**config.mk**
```make
export PLATFORM = sky130hd
export DESIGN_NAME = pipelined_control_unit
export DESIGN_NICKNAME = d
export VERILOG_FILES = /design/src/rtl/ctrl_pkg.sv /design/src/rtl/ALUDecoder.sv /design/src/rtl/mainDecoder.sv /design/src/rtl/muldiv_sequencer.sv /design/src/rtl/pipelined_control_unit.sv
export SDC_FILE = /design/constraint.sdc
export NUM_CORES = 1
export LEC_CHECK = 0
export CAP_MARGIN = 20
export CORE_MARGIN = 4
export CORE_UTILIZATION = 50
export DETAILED_ROUTE_END_ITERATION = 10
export GPL_ROUTABILITY_DRIVEN = 0
export PLACE_DENSITY = 0.79
export SLEW_MARGIN = 25
export SYNTH_ARGS = -nofsm -noshare
export SYNTH_HDL_FRONTEND = slang
export SYNTH_HIERARCHICAL = 1
export SYNTH_SLANG_ARGS = --single-unit
export TNS_END_PERCENT = 10
```
**constraint.sdc**
```tcl
create_clock -name clk -period 2.8 [get_ports clk]
set_input_delay 0.56 -clock clk [delete_from_list [all_inputs] [get_ports clk]]
set_output_delay 0.56 -clock clk [all_outputs]
set_load 0.02 [all_outputs]
```
**src/rtl/ctrl_pkg.sv**
```systemverilog
// Shared decode definitions: opcodes, sequencer states and the registered ID/EX control bundle.
package ctrl_pkg;

  localparam logic [6:0] OP_R      = 7'b0110011;
  localparam logic [6:0] OP_I      = 7'b0010011;
  localparam logic [6:0] OP_LOAD   = 7'b0000011;
  localparam logic [6:0] OP_STORE  = 7'b0100011;
  localparam logic [6:0] OP_BRANCH = 7'b1100011;
  localparam logic [6:0] OP_JAL    = 7'b1101111;
  localparam logic [6:0] OP_JALR   = 7'b1100111;
  localparam logic [6:0] OP_LUI    = 7'b0110111;
  localparam logic [6:0] OP_AUIPC  = 7'b0010111;

  localparam logic [6:0] FUNCT7_MULDIV = 7'b0000001;

  localparam logic [0:0] ST_RUN     = 1'b0;
  localparam logic [0:0] ST_MD_WAIT = 1'b1;

  typedef enum logic [0:0] {
    RUN     = ST_RUN,
    MD_WAIT = ST_MD_WAIT
  } state_e;

  typedef struct packed {
    logic [5:0] branch;
    logic       jump;
    logic       reg_write;
    logic [2:0] imm_src;
    logic       a_src;
    logic       b_src;
    logic       pc_target_src;
    logic [3:0] alu_control;
    logic       mem_write;
    logic [1:0] result_src;
    logic [1:0] dqm;
    logic       md_result;
    logic       illegal;
  } ctrl_bundle_t;

  function automatic int max_int(input int a, input int b);
    return (a > b) ? a : b;
  endfunction

endpackage

```
**src/rtl/ALUDecoder.sv**
```systemverilog
// ALU operation select from ALUOp class and funct fields.
module ALUDecoder (
  input  logic [1:0] ALUOp,
  input  logic [2:0] funct3,
  input  logic       funct7b5,
  input  logic       opb5,
  output logic [3:0] ALUControl
);

  always_comb begin
    ALUControl = 4'b0000;
    case (ALUOp)
      2'b01: begin
        case (funct3[2:1])
          2'b10:   ALUControl = 4'b0010;
          2'b11:   ALUControl = 4'b0011;
          default: ALUControl = 4'b1000;
        endcase
      end
      // bit 3 selects sub (R-type only) or arithmetic right shift
      2'b10: ALUControl = {((funct3 == 3'b000) && opb5 && funct7b5) ||
                           ((funct3 == 3'b101) && funct7b5), funct3};
      default: ALUControl = 4'b0000;
    endcase
  end

endmodule

```
**src/rtl/mainDecoder.sv**
```systemverilog
// Opcode-level decode into datapath control fields; flags opcodes it does not recognise.
module mainDecoder
  import ctrl_pkg::*;
(
  input  logic [6:0] OPCode,
  input  logic [2:0] funct3,
  output logic [5:0] branch,
  output logic       jump,
  output logic       regWrite,
  output logic [2:0] immSrc,
  output logic       ASrc,
  output logic       BSrc,
  output logic       PCTargetSrc,
  output logic [1:0] ALUOp,
  output logic       memWrite,
  output logic [1:0] resultSrc,
  output logic [1:0] DQM,
  output logic       illegal
);

  always_comb begin
    branch      = '0;
    jump        = 1'b0;
    regWrite    = 1'b0;
    immSrc      = 3'd0;
    ASrc        = 1'b0;
    BSrc        = 1'b0;
    PCTargetSrc = 1'b0;
    ALUOp       = 2'b00;
    memWrite    = 1'b0;
    resultSrc   = 2'b00;
    DQM         = 2'b00;
    illegal     = 1'b0;
    case (OPCode)
      OP_R: begin
        regWrite = 1'b1;
        ALUOp    = 2'b10;
      end
      OP_I: begin
        regWrite = 1'b1;
        BSrc     = 1'b1;
        ALUOp    = 2'b10;
      end
      OP_LOAD: begin
        regWrite  = 1'b1;
        BSrc      = 1'b1;
        resultSrc = 2'b01;
        DQM       = funct3[1:0];
      end
      OP_STORE: begin
        memWrite = 1'b1;
        BSrc     = 1'b1;
        immSrc   = 3'd1;
        DQM      = funct3[1:0];
      end
      OP_BRANCH: begin
        immSrc = 3'd2;
        ALUOp  = 2'b01;
        // one-hot: beq, bne, blt, bge, bltu, bgeu
        case (funct3)
          3'b000:  branch = 6'b000001;
          3'b001:  branch = 6'b000010;
          3'b100:  branch = 6'b000100;
          3'b101:  branch = 6'b001000;
          3'b110:  branch = 6'b010000;
          3'b111:  branch = 6'b100000;
          default: illegal = 1'b1;
        endcase
      end
      OP_JAL: begin
        jump      = 1'b1;
        regWrite  = 1'b1;
        immSrc    = 3'd3;
        resultSrc = 2'b10;
      end
      OP_JALR: begin
        jump        = 1'b1;
        regWrite    = 1'b1;
        BSrc        = 1'b1;
        PCTargetSrc = 1'b1;
        resultSrc   = 2'b10;
      end
      OP_LUI: begin
        regWrite  = 1'b1;
        immSrc    = 3'd4;
        resultSrc = 2'b11;
      end
      OP_AUIPC: begin
        regWrite = 1'b1;
        ASrc     = 1'b1;
        BSrc     = 1'b1;
        immSrc   = 3'd4;
      end
      default: illegal = 1'b1;
    endcase
  end

endmodule

```
**src/rtl/muldiv_sequencer.sv**
```systemverilog
// Sequences a multi-cycle mul/div operation: start/kill pulses and the latency down-counter.
//   state   | meaning
//   RUN     | accepting instructions, no mul/div outstanding
//   MD_WAIT | mul/div in flight, cnt counts down to result
module muldiv_sequencer
  import ctrl_pkg::*;
#(
  parameter int MUL_LATENCY = 2,
  parameter int DIV_LATENCY = 32
) (
  input  logic       clk,
  input  logic       rst_n,
  input  logic       stall,
  input  logic       flush,
  input  logic       start,
  input  logic [2:0] funct3,
  output logic       single,
  output logic       complete,
  output logic       busy,
  output logic       mdStart,
  output logic       mdKill,
  output logic [2:0] mdOp
);

  localparam int CW = $clog2(max_int(MUL_LATENCY, DIV_LATENCY)) + 1;

  state_e        state;
  logic [CW-1:0] cnt;
  logic [CW-1:0] lat_m1;

  assign lat_m1   = funct3[2] ? CW'(DIV_LATENCY - 1) : CW'(MUL_LATENCY - 1);
  assign single   = funct3[2] ? (DIV_LATENCY == 1) : (MUL_LATENCY == 1);
  assign complete = (state == MD_WAIT) && (cnt == '0) && !stall && !flush;
  assign busy     = (state == MD_WAIT) && rst_n;

  always_ff @(posedge clk) begin
    if (!rst_n) begin
      state   <= RUN;
      cnt     <= '0;
      mdStart <= 1'b0;
      mdKill  <= 1'b0;
      mdOp    <= '0;
    end else if (flush) begin
      mdKill  <= (state == MD_WAIT);
      mdStart <= 1'b0;
      state   <= RUN;
      cnt     <= '0;
    end else begin
      mdKill  <= 1'b0;
      mdStart <= start;
      if (start) mdOp <= funct3;
      case (state)
        RUN: begin
          if (start && !single) begin
            state <= MD_WAIT;
            cnt   <= lat_m1;
          end
        end
        MD_WAIT: begin
          // counter runs through stalls; only the hand-off waits for stall to drop
          if (cnt != '0) cnt <= cnt - CW'(1);
          if ((cnt == '0) && !stall) state <= RUN;
        end
        default: state <= RUN;
      endcase
    end
  end

endmodule

```
**src/rtl/pipelined_control_unit.sv**
```systemverilog
// Registered, stall/flush-aware decode stage producing the ID/EX control bundle.
module pipelined_control_unit
  import ctrl_pkg::*;
#(
  parameter bit MULDIV_EN   = 1'b1,
  parameter int MUL_LATENCY = 2,
  parameter int DIV_LATENCY = 32
) (
  input  logic       clk,
  input  logic       rst_n,
  input  logic       inValid,
  output logic       inReady,
  input  logic [6:0] OPCode,
  input  logic [2:0] funct3,
  input  logic [6:0] funct7,
  input  logic       stall,
  input  logic       flush,
  output logic       exValid,
  output logic [5:0] branch,
  output logic       jump,
  output logic       regWrite,
  output logic [2:0] immSrc,
  output logic       ASrc,
  output logic       BSrc,
  output logic       PCTargetSrc,
  output logic [3:0] ALUControl,
  output logic       memWrite,
  output logic [1:0] resultSrc,
  output logic [1:0] DQM,
  output logic       mdResult,
  output logic       mdStart,
  output logic [2:0] mdOp,
  output logic       mdKill,
  output logic       busy,
  output logic       illegal
);

  ctrl_bundle_t dec_b, q;
  logic [1:0]   alu_op;
  logic         dec_illegal;
  logic         md_enc, is_md, ill, accept, md_single, md_complete;

  mainDecoder u_main (
    .OPCode     (OPCode),
    .funct3     (funct3),
    .branch     (dec_b.branch),
    .jump       (),
    .regWrite   (),
    .immSrc     (dec_b.imm_src),
    .ASrc       (dec_b.a_src),
    .BSrc       (dec_b.b_src),
    .PCTargetSrc(dec_b.pc_target_src),
    .ALUOp      (alu_op),
    .memWrite   (),
    .resultSrc  (dec_b.result_src),
    .DQM        (dec_b.dqm),
    .illegal    (dec_illegal)
  );

  ALUDecoder u_alu (
    .ALUOp     (alu_op),
    .funct3    (funct3),
    .funct7b5  (funct7[5]),
    .opb5      (OPCode[5]),
    .ALUControl(dec_b.alu_control)
  );

  assign md_enc  = (OPCode == OP_R) && (funct7 == FUNCT7_MULDIV);
  assign is_md   = md_enc && MULDIV_EN;
  assign ill     = dec_illegal || (md_enc && !MULDIV_EN);
  assign inReady = rst_n && !busy && !stall && !flush;
  assign accept  = inValid && inReady;

  // write-enables are re-derived here so M-ops and illegal encodings can override them
  logic [5:0] raw_branch;
  logic       raw_jump, raw_reg_write, raw_mem_write;

  mainDecoder u_main_we (
    .OPCode     (OPCode),
    .funct3     (funct3),
    .branch     (raw_branch),
    .jump       (raw_jump),
    .regWrite   (raw_reg_write),
    .immSrc     (),
    .ASrc       (),
    .BSrc       (),
    .PCTargetSrc(),
    .ALUOp      (),
    .memWrite   (raw_mem_write),
    .resultSrc  (),
    .DQM        (),
    .illegal    ()
  );

  always_comb begin
    dec_b.jump      = raw_jump;
    dec_b.reg_write = raw_reg_write;
    dec_b.mem_write = raw_mem_write;
    dec_b.md_result = is_md;
    dec_b.illegal   = ill;
    if (is_md) begin
      dec_b.reg_write = 1'b1;
      dec_b.mem_write = 1'b0;
      dec_b.jump      = 1'b0;
    end
    if (ill) begin
      dec_b.reg_write = 1'b0;
      dec_b.mem_write = 1'b0;
      dec_b.jump      = 1'b0;
    end
  end

  logic [5:0] branch_sel;
  assign branch_sel = (is_md || ill) ? 6'b0 : raw_branch;

  muldiv_sequencer #(
    .MUL_LATENCY(MUL_LATENCY),
    .DIV_LATENCY(DIV_LATENCY)
  ) u_seq (
    .clk     (clk),
    .rst_n   (rst_n),
    .stall   (stall),
    .flush   (flush),
    .start   (accept && is_md),
    .funct3  (funct3),
    .single  (md_single),
    .complete(md_complete),
    .busy    (busy),
    .mdStart (mdStart),
    .mdKill  (mdKill),
    .mdOp    (mdOp)
  );

  always_ff @(posedge clk) begin
    if (!rst_n) begin
      q       <= '0;
      exValid <= 1'b0;
    end else if (flush) begin
      exValid     <= 1'b0;
      q.reg_write <= 1'b0;
      q.mem_write <= 1'b0;
      q.branch    <= '0;
      q.jump      <= 1'b0;
      q.md_result <= 1'b0;
      q.illegal   <= 1'b0;
    end else if (busy) begin
      exValid <= md_complete;
    end else if (accept) begin
      q        <= dec_b;
      q.branch <= branch_sel;
      exValid  <= !is_md || md_single;
    end else if (!stall) begin
      exValid     <= 1'b0;
      q.reg_write <= 1'b0;
      q.mem_write <= 1'b0;
      q.branch    <= '0;
      q.jump      <= 1'b0;
      q.md_result <= 1'b0;
      q.illegal   <= 1'b0;
    end
  end

  assign branch      = q.branch;
  assign jump        = q.jump;
  assign regWrite    = q.reg_write;
  assign immSrc      = q.imm_src;
  assign ASrc        = q.a_src;
  assign BSrc        = q.b_src;
  assign PCTargetSrc = q.pc_target_src;
  assign ALUControl  = q.alu_control;
  assign memWrite    = q.mem_write;
  assign resultSrc   = q.result_src;
  assign DQM         = q.dqm;
  assign mdResult    = q.md_result;
  assign illegal     = q.illegal;

endmodule
```
==> impl_metrics.csv <==
group,metric,value,unit
timing,worst_pin_slew,0.632,ns
drt,viasPerCell,5.94,
clock_network,cts-resized-gates,0,
placed_design,port_buffers,54,
grt,antenna_found_initial,0,
timing,final-hold-violation-count,0,
worst_setup_path,required,2.24,ns
timing,fin_skew,0.00483,ns
clock_network,htreeDepth,2,
worst_setup_path,critPathSlowestCell,"clkdlybuf4s50_1",
worst_setup_path,max_stage_delay,0.65,ns
drt,drtIter0Drc,246,
timing,fin_crit_sh,95.2,%
final_layout,area_delta_synth_final,34.1,%
clock_network,cts_buffers,5,
drt,antenna_left,0,
drt,via_count,2294,
power_and_ir_drop,total_power,1030,uW
drt,post_drt_wl_per_cell,15.5,um
drt,drc,0,
grt,grt_pass1_wl,9.72,mm
final_layout,nFillCells,360,
run,max_cap_viol_count,0,
clock_network,clk_latency,0.29,ns
timing,period_needed,2.67,ns
placed_design,dp_hpwl,4.46,mm
floorplan,die_w,74.9,um
grt,gr-total-overflow,0,
power_and_ir_drop,p_leak,0.00104,uW
final_layout,drive_gt1_share,13.5,%
hold_path,hold_class,"reg -> reg",
clock_network,cts_sinks,38,
final_layout,seq_area,761,um^2
logic_synthesis,yosysWarnings,6,
worst_setup_path,timing.critical_path.mode_cell,"clkdlybuf4s50_1",
grt,grt_pass1_vias,2042,
worst_setup_path,critical_path_class,"in -> out",
final_layout,multi_input_area,0.00133,mm^2
floorplan,rows,24,
drt,dr.pass1.iters,4,
logic_synthesis,synthCells,269,
status,outcome,"finished, final reports clean",
worst_setup_path,cp_cell_sequence,"clkdlybuf4s50_1, and2_1, buf_4, clkdlybuf4s50_1",
floorplan,die_h,74.9,um
final_layout,n_antenna_cell,0,
clock_network,cts_hold_buffers,0,
floorplan,fp.coreArea,0.00435,mm^2
worst_setup_path,crit_fanout,23,
clock_network,clk_pin_slew,0.07,ns
worst_setup_path,cp.arrival,2.11,ns
drt,wirelength,5.97,mm
logic_synthesis,synth_nets,295,
timing,fmax,375,MHz
timing,setup-violations-final,0,
timing,relSlewSlack,57.7,%
clock_network,cts_tree,"built",
clock_network,cts_setup_buffers,0,
clock_network,cts_buffer_depth,2,
logic_synthesis,avgSynthCellArea,8.32,um^2
floorplan,die_area,0.00561,mm^2
clock_network,clock_tree.root_cell,"clkbuf_8",
worst_setup_path,cp-start-kind,"input pin",
grt,grt_max_degree,24,
timing,rsz0062_at_grt,"false",
grt,grt.total_usage,22.2,%
power_and_ir_drop,peakVddDrop,0.267,mV
floorplan,start_util,51.4,%
final_layout,nets,360,
logic_synthesis,syn_area,0.00224,mm^2
power_and_ir_drop,power_density,343,mW/mm^2
timing,finalSetupTns,0,ns
timing,slew_viol_final,0,
floorplan,ios,55,
worst_setup_path,end_kind,"output pin",
-- flip-flops by register name, indices dropped and copies added (netlist names) --
register	count
jump	1
illegal	1
u_seq/mdKill	1
immSrc	3
ASrc	1
resultSrc	2
u_seq/mdOp	3
mdResult	1
BSrc	1
u_seq/state	1
PCTargetSrc	1
u_seq/mdStart	1
DQM	2
branch	6
regWrite	1
ALUControl	4
u_seq/cnt	6
memWrite	1
exValid	1
-- metrics by stage --
stage	cells	utilization [%]	hold slack (ns)	worst slack, ns	cell area [um^2]
after floorplan	269	-	0.480	0.391	2240
after global placement	379	67.1	0.451	0.0804	2920
after detailed placement	379	67.1	0.457	0.0101	2920
after CTS	386	68.9	0.475	0.142	3000
after global routing	386	68.9	0.481	0.0601	3000
final	386	68.9	0.468	0.135	3000
-- routing by layer --
metal	share of wire, %	vias to the layer above	routed length [um]	GRT usage (%)
met2	45	82	2680	34.5
met5	0	-	0	0
li1	-	1117	-	-
met1	46	1089	2760	31.0
met3	7.5	6	447	4.54
met4	1.3	0	77	6.32
-- critical path, delay by kind of cell --
family	cells	cell delay, ns
buf+inv	3	1.39
simple gates	1	0.15
-- final timing paths --
| check | startpoint | to | slack, ns | depth (start not counted) |
|---|---|---|---|---|
| worst max-delay path | rst_n | busy | 0.13 | 4 |
| worst min-delay path | memWrite | memWrite | 0.47 | 1 |
| worst max register to register | u_seq/state | u_seq/cnt[3] | 0.99 | 10 |
| worst min register to register | memWrite | memWrite | 0.47 | 1 |
-- placed cells by master, fill, tap and decap left out, types with 8 or more instances in the layout --
cell / n
a21oi_1: 19
nor3_1: 9
nor2b_1: 12
nand2_1: 8
inv_1: 8
a32o_1: 8
nand3_1: 19
and2_1: 8
buf_4: 26
clkdlybuf4s50_1: 54
dfxtp_1: 38
o21ai_0: 18
nor2_1: 18
-- report_power, final --
part,internal (uW),switching [uW],total [uW]
clock network,167,187,354
registers,541,0.589,541
logic,66.2,66.5,133
total,774,254,1030
-- area by class of cell --
type / count / area share, %
sequential: 38 / 25.4
clock buffer: 5 / 2.29
inverter: 9 / 1.13
clock inverter: 2 / 0.334
tap: 52 / 2.17
multi-input combinational: 200 / 44.2
timing repair buffer: 80 / 24.5
Note: power is estimated with default switching activity, not from simulation.
